--- config.mk ---
export PLATFORM = sky130hd
export DESIGN_NAME = onchip_flash_csr_access
export DESIGN_NICKNAME = d
export VERILOG_FILES = /design/src/rtl/flash_csr_pkg.sv /design/src/rtl/onchip_flash_csr_access.sv
export SDC_FILE = /design/constraint.sdc
export NUM_CORES = 1
export LEC_CHECK = 0
export CAP_MARGIN = 5
export CELL_PAD_IN_SITES_DETAIL_PLACEMENT = 0
export CELL_PAD_IN_SITES_GLOBAL_PLACEMENT = 2
export CORE_ASPECT_RATIO = 0.75
export CORE_MARGIN = 1.5
export CORE_UTILIZATION = 31
export CTS_CLUSTER_SIZE = 24
export DETAILED_ROUTE_END_ITERATION = 8
export PLACE_DENSITY = 0.82
export SYNTH_ARGS = -nofsm -noshare
export SYNTH_HDL_FRONTEND = slang
export SYNTH_SLANG_ARGS = --single-unit
--- constraint.sdc ---
create_clock -name clk -period 5.05 [get_ports clk]
set_clock_uncertainty 0.15 [all_clocks]
set_input_delay 1.01 -clock clk [delete_from_list [all_inputs] [get_ports clk]]
set_output_delay 1.01 -clock clk [all_outputs]
set_load 0.005 [all_outputs]
--- src/rtl/flash_csr_pkg.sv ---
// Shared types and constants for the MAX10 on-chip flash CSR access block.
// Build option CSR_WRITE_VERIFY_EN is consumed by onchip_flash_csr_access.
package flash_csr_pkg;

  typedef enum logic [3:0] {
    ST_IDLE,
    ST_RD_ISSUE,
    ST_RD_WAIT,
    ST_POLL_ISSUE,
    ST_POLL_WAIT,
    ST_WR_ISSUE,
    ST_VRFY_ISSUE,
    ST_VRFY_WAIT,
    ST_DONE
  } csr_state_t;

  localparam logic CSR_ADDR_STATUS  = 1'b0;
  localparam logic CSR_ADDR_CONTROL = 1'b1;

  localparam int STATUS_BUSY_LSB = 0;
  localparam int STATUS_BUSY_MSB = 1;

  // Sector/page-erase fields may be cleared here by the integrator.
  localparam logic [31:0] CSR_CTRL_VERIFY_MASK = 32'hFFFF_FFFF;

  function automatic logic status_busy(input logic [31:0] status);
    return status[STATUS_BUSY_MSB:STATUS_BUSY_LSB] != '0;
  endfunction

endpackage

--- src/rtl/onchip_flash_csr_access.sv ---
// Avalon-MM master for the MAX10 flash CSR slave: status/control reads and a busy-polled control write.
// Define CSR_WRITE_VERIFY_EN to read the control register back after every write and flag mismatches.
module onchip_flash_csr_access
  import flash_csr_pkg::*;
#(
  parameter int RD_LATENCY   = 1,
  parameter int POLL_TIMEOUT = 65535
) (
  input  logic        clk,
  input  logic        reset,
  input  logic        start_rdsr,
  input  logic        start_rdcr,
  input  logic        start_wrcr,
  input  logic [31:0] wr_data_csr,
  output logic [31:0] rd_data_csr,
  output logic        done_csr,
  output logic        err_csr,
  output logic        avmm_csr_addr,
  output logic        avmm_csr_read,
  output logic        avmm_csr_write,
  output logic [31:0] avmm_csr_writedata,
  input  logic [31:0] avmm_csr_readdata,
  output csr_state_t  o_dbg_state
);

  localparam int PW = $clog2(POLL_TIMEOUT + 1);
  localparam int LW = 3;

  csr_state_t    r_state;
  csr_state_t    w_next;
  logic [LW-1:0] r_lat_cnt;
  logic [PW-1:0] r_poll_cnt;
  logic [31:0]   r_wr_data;
  logic [31:0]   r_rd_data;
  logic          r_err;
  logic          r_rd_ctrl;

  logic w_lat_done;
  logic w_busy;
  logic w_poll_last;

  assign w_lat_done  = (r_lat_cnt == LW'(RD_LATENCY - 1));
  assign w_busy      = status_busy(avmm_csr_readdata);
  assign w_poll_last = ((r_poll_cnt + PW'(1)) == PW'(POLL_TIMEOUT));

`ifdef CSR_WRITE_VERIFY_EN
  logic w_verify_err;
  assign w_verify_err = (((avmm_csr_readdata ^ r_wr_data) & CSR_CTRL_VERIFY_MASK) != '0);
`endif

  always_ff @(posedge clk or negedge reset) begin
    if (!reset) r_state <= ST_IDLE;
    else        r_state <= w_next;
  end

  always_comb begin
    w_next = r_state;
    case (r_state)
      ST_IDLE: begin
        if (start_rdsr || start_rdcr) w_next = ST_RD_ISSUE;
        else if (start_wrcr)          w_next = ST_POLL_ISSUE;
      end
      ST_RD_ISSUE:   w_next = ST_RD_WAIT;
      ST_RD_WAIT:    if (w_lat_done) w_next = ST_DONE;
      ST_POLL_ISSUE: w_next = ST_POLL_WAIT;
      ST_POLL_WAIT: begin
        if (w_lat_done) begin
          if (!w_busy)          w_next = ST_WR_ISSUE;
          else if (w_poll_last) w_next = ST_DONE;
          else                  w_next = ST_POLL_ISSUE;
        end
      end
`ifdef CSR_WRITE_VERIFY_EN
      ST_WR_ISSUE:   w_next = ST_VRFY_ISSUE;
`else
      ST_WR_ISSUE:   w_next = ST_DONE;
`endif
      ST_VRFY_ISSUE: w_next = ST_VRFY_WAIT;
      ST_VRFY_WAIT:  if (w_lat_done) w_next = ST_DONE;
      ST_DONE:       w_next = ST_IDLE;
      default:       w_next = ST_IDLE;
    endcase
  end

  // Datapath: latency/poll counters, latched write data, captured read data, error flag.
  always_ff @(posedge clk or negedge reset) begin
    if (!reset) begin
      r_lat_cnt  <= '0;
      r_poll_cnt <= '0;
      r_wr_data  <= '0;
      r_rd_data  <= '0;
      r_err      <= 1'b0;
      r_rd_ctrl  <= 1'b0;
    end else begin
      case (r_state)
        ST_IDLE: begin
          r_lat_cnt  <= '0;
          r_poll_cnt <= '0;
          r_err      <= 1'b0;
          if (start_rdsr || start_rdcr) r_rd_ctrl <= !start_rdsr;
          else if (start_wrcr)          r_wr_data <= wr_data_csr;
        end
        ST_RD_WAIT: begin
          r_lat_cnt <= w_lat_done ? '0 : r_lat_cnt + LW'(1);
          if (w_lat_done) r_rd_data <= avmm_csr_readdata;
        end
        ST_POLL_WAIT: begin
          r_lat_cnt <= w_lat_done ? '0 : r_lat_cnt + LW'(1);
          if (w_lat_done) begin
            r_poll_cnt <= r_poll_cnt + PW'(1);
            if (!w_busy)          r_rd_data <= avmm_csr_readdata;
            else if (w_poll_last) r_err     <= 1'b1;
          end
        end
`ifdef CSR_WRITE_VERIFY_EN
        ST_VRFY_WAIT: begin
          r_lat_cnt <= w_lat_done ? '0 : r_lat_cnt + LW'(1);
          if (w_lat_done) begin
            r_rd_data <= avmm_csr_readdata;
            r_err     <= w_verify_err;
          end
        end
`endif
        default: ;
      endcase
    end
  end

  // Strobes decode straight from state so an async reset drops them immediately.
  assign avmm_csr_read  = (r_state == ST_RD_ISSUE) || (r_state == ST_POLL_ISSUE) ||
                          (r_state == ST_VRFY_ISSUE);
  assign avmm_csr_write = (r_state == ST_WR_ISSUE);
  assign avmm_csr_addr  = (r_state == ST_RD_ISSUE)   ? r_rd_ctrl :
                          (r_state == ST_WR_ISSUE || r_state == ST_VRFY_ISSUE) ? CSR_ADDR_CONTROL :
                          CSR_ADDR_STATUS;
  assign avmm_csr_writedata = r_wr_data;
  assign rd_data_csr        = r_rd_data;
  assign done_csr           = (r_state == ST_DONE);
  assign err_csr            = (r_state == ST_DONE) && r_err;
  assign o_dbg_state        = r_state;

endmodule

==> impl_metrics.py <==
metrics = {
    "clock_network": {
        "insertion_delay_ns": 0.34,
        "cts.sinks": 89,
        "post_cts_buffers": 0,
        "clk_pin_slew_ns": 0.07,
        "cts_hold_buffers": 0,
        "htreeDepth": 3,
        "cts_buffer_depth": 2,
        "cts_tree": "built",
        "clockRootBuffer": "clkbuf_16",
        "ctsResizeCount": 0,
        "cts_buffers": 9,
    },
    "floorplanning": {
        "io_pins": 142,
        "die-width_um": 138,
        "die_area_um2": 14400,
        "initial_core_util": 0.322,
        "row_count": 36,
        "core_area_um2": 13200,
        "fp.dieH_um": 104,
    },
    "synth": {
        "yosysMostFrequentCell": "dfrtp_1",
        "synth_edf_count": 0,
        "synthArstFlopShare": 1.00,
        "yosysSeqAreaShare": 0.525,
        "ys_types": 52,
        "synth_warnings": 0,
        "synth_seq_cells": 89,
        "synth.area.top_cells": "dfrtp_1, mux2_4, mux2_2",
        "synth_largest_area_cell": "dfrtp_1",
        "syn_nets": 412,
        "netlist_area_um2": 4240,
        "yosysTopAreaCellShare": 0.525,
        "synthFlopType": "dfrtp_1",
        "syn_inst": 339,
        "syn_area_per_cell_um2": 12.5,
        "synth_common_cells": "dfrtp_1, mux2_2, mux2_4",
    },
    "hold_path": {
        "hold_class": "reg2reg",
        "hold_depth": 1,
    },
    "worst_setup_path": {
        "worst_ep_arrival_time_ns": 2.37,
        "max_stage_delay_ns": 0.73,
        "critPathRequiredTime_ns": 3.89,
        "crit_chain": "inv_1 > or3_1 > a21oi_1 > clkdlybuf4s50_1",
        "endpoint_kind": "primary output",
        "reg2reg_depth": 3,
        "worstSetupPathType": "reg2out",
        "crit_fanout": 15,
        "slowest_stage": "dfrtp_1",
        "setup.worst_path.start_class": "register",
    },
    "sta": {
        "period_minus_slack_ns": 3.53,
        "slew_viol_final": 0,
        "setup_violations": 0,
        "fin_crit_sh": 0.699,
        "tightestPinTransition_ns": 1.12,
        "hold_violations": 0,
        "tns_ns": 0,
        "whs_ns": 0.348,
        "max_slew_margin": 0.253,
        "rsz0062_at_grt": "no",
        "max_freq_mhz": 283,
    },
    "route": {
        "vias": 3163,
        "post_drt_via_cell_ratio": 4.87,
        "drt-pass1-iter-count": 4,
        "wl_mm": 11.2,
        "ant_nets": 0,
        "drt_iter0_drc": 115,
        "drcViolationCount": 0,
        "wire_per_inst_um": 17.3,
    },
    "power": {
        "clkPwrFrac": 0.214,
        "combPwrFrac": 0.422,
        "power_leakage_nw": 2.61,
        "seqPwrFrac": 0.364,
        "p_int_w": 0.00238,
        "cellPowerDensity_nw_per_um2": 563,
        "netSwitchingPower_w": 0.00103,
        "sw_frac_of_total": 0.301,
        "ir_worst_vdd_v": 0.000258,
    },
    "grt": {
        "grt_pass1_wl_mm": 18.0,
        "antenna_found_initial": 0,
        "grt_util_all_layers": 0.158,
        "grt_max_degree": 61,
        "grt_overflow": 0,
        "grt_pass1_vias": 3278,
    },
    "finish": {
        "insertedDiodeCount": 0,
        "nets": 546,
        "utilization": 0.460,
        "drive_gt1_frac": 0.184,
        "fillers": 1192,
        "syn_to_final_growth_pct": 42.8,
    },
    "place": {
        "dp_hpwl_mm": 8.16,
        "gp_congestion": 0.798,
        "io_buffers": 141,
    },
    "status": {
        "status": "finished, final reports clean",
    },
    "run": {
        "maxCapViolations": 0,
    },
}
-- worst paths after layout --
path	from	end	slack [ns]
min reg2reg	rd_data_csr[15]$_DFFE_PN0P_	rd_data_csr[15]$_DFFE_PN0P_	0.35
min	rd_data_csr[15]$_DFFE_PN0P_	rd_data_csr[15]$_DFFE_PN0P_	0.35
min in group asynchronous	reset	rd_data_csr[8]$_DFFE_PN0P_	0.61
max reg2reg	o_dbg_state[1]$_DFFE_PN0P_	avmm_csr_writedata[24]$_DFFE_PN0P_	1.98
max in group asynchronous	reset	avmm_csr_writedata[27]$_DFFE_PN0P_	3.26
max	o_dbg_state[0]$_DFFE_PN0P_	avmm_csr_addr	1.52
-- state kept, by name, indices dropped and copies added, names as in the netlist --
name                cells
avmm_csr_writedata     32
r_lat_cnt               3
o_dbg_state             4
r_err                   1
rd_data_csr            32
r_rd_ctrl               1
r_poll_cnt             16
-- metrics by stage --
step           setup slack [ns]  area, um^2  std cells  total power [W]
3_5_place_dp               1.51        5730        633          0.00270
4_1_cts                    1.50        6060        649          0.00346
2_1_floorplan              2.62        4240        339          0.00192
3_3_place_gp               1.62        5730        633          0.00268
6_report                   1.52        6060        649          0.00341
5_1_grt                    1.35        6060        649          0.00362
-- cell type report --
class	instances	area (um^2)	share of cell area
clock inverter	7	98.8	0.0163
multi-input combinational	221	1840	0.303
sequential	89	2230	0.368
tap	171	214	0.0353
inverter	10	37.5	0.00620
timing repair buffer	142	1420	0.234
clock buffer	9	225	0.0372
-- cells in the final DEF (no fill, tap or decap), drive strengths merged, types with 6 or more instances in the layout --
master and instances:
nor3 8, nand2b 6, clkdlybuf4s50 140, o21ai 21, nor2 18, nand2 19, clkbuf 9, nand3 11
nand4 7, mux2 64, a21oi 11, nor4 6, inv 13, dfrtp 89, a21o 6
-- worst max-delay path, delay by kind of cell (launching register included) --
kind / cells / cell delay [ns]
DFF: 1 / 0.73
and+or+nand+nor: 1 / 0.39
AOI/OAI and AO/OA: 1 / 0.18
buffers and inverters: 2 / 0.73
-- power by group through the flow --
stage	sequential (W)	clock (W)	combinational (W)
after floorplan	0.00119	0	0.000735
after global placement	0.00123	0	0.00145
after detailed placement	0.00124	0	0.00146
after CTS	0.00124	0.000751	0.00146
after global routing	0.00129	0.000786	0.00155
final	0.00124	0.000731	0.00144
-- cell families after synthesis --
logic type | count (synthesis) | synth area share
buffers and inverters | 29 | 0.0419
adders and majority gates | 4 | 0.0118
and+or+nand+nor | 83 | 0.110
muxes | 64 | 0.196
xor gates and xnor gates | 6 | 0.0124
AOI/OAI and AO/OA | 64 | 0.102
DFF | 89 | 0.525
-- metal layers --
metal,global-route usage,part of all wire,vias up
li1,-,-,1489
met1,0.222,0.48,1547
met2,0.226,0.43,107
met3,0.0506,0.069,20
met4,0.0602,0.023,0
met5,0,0,-
No activity file was read; power rests on OpenSTA's default activity.
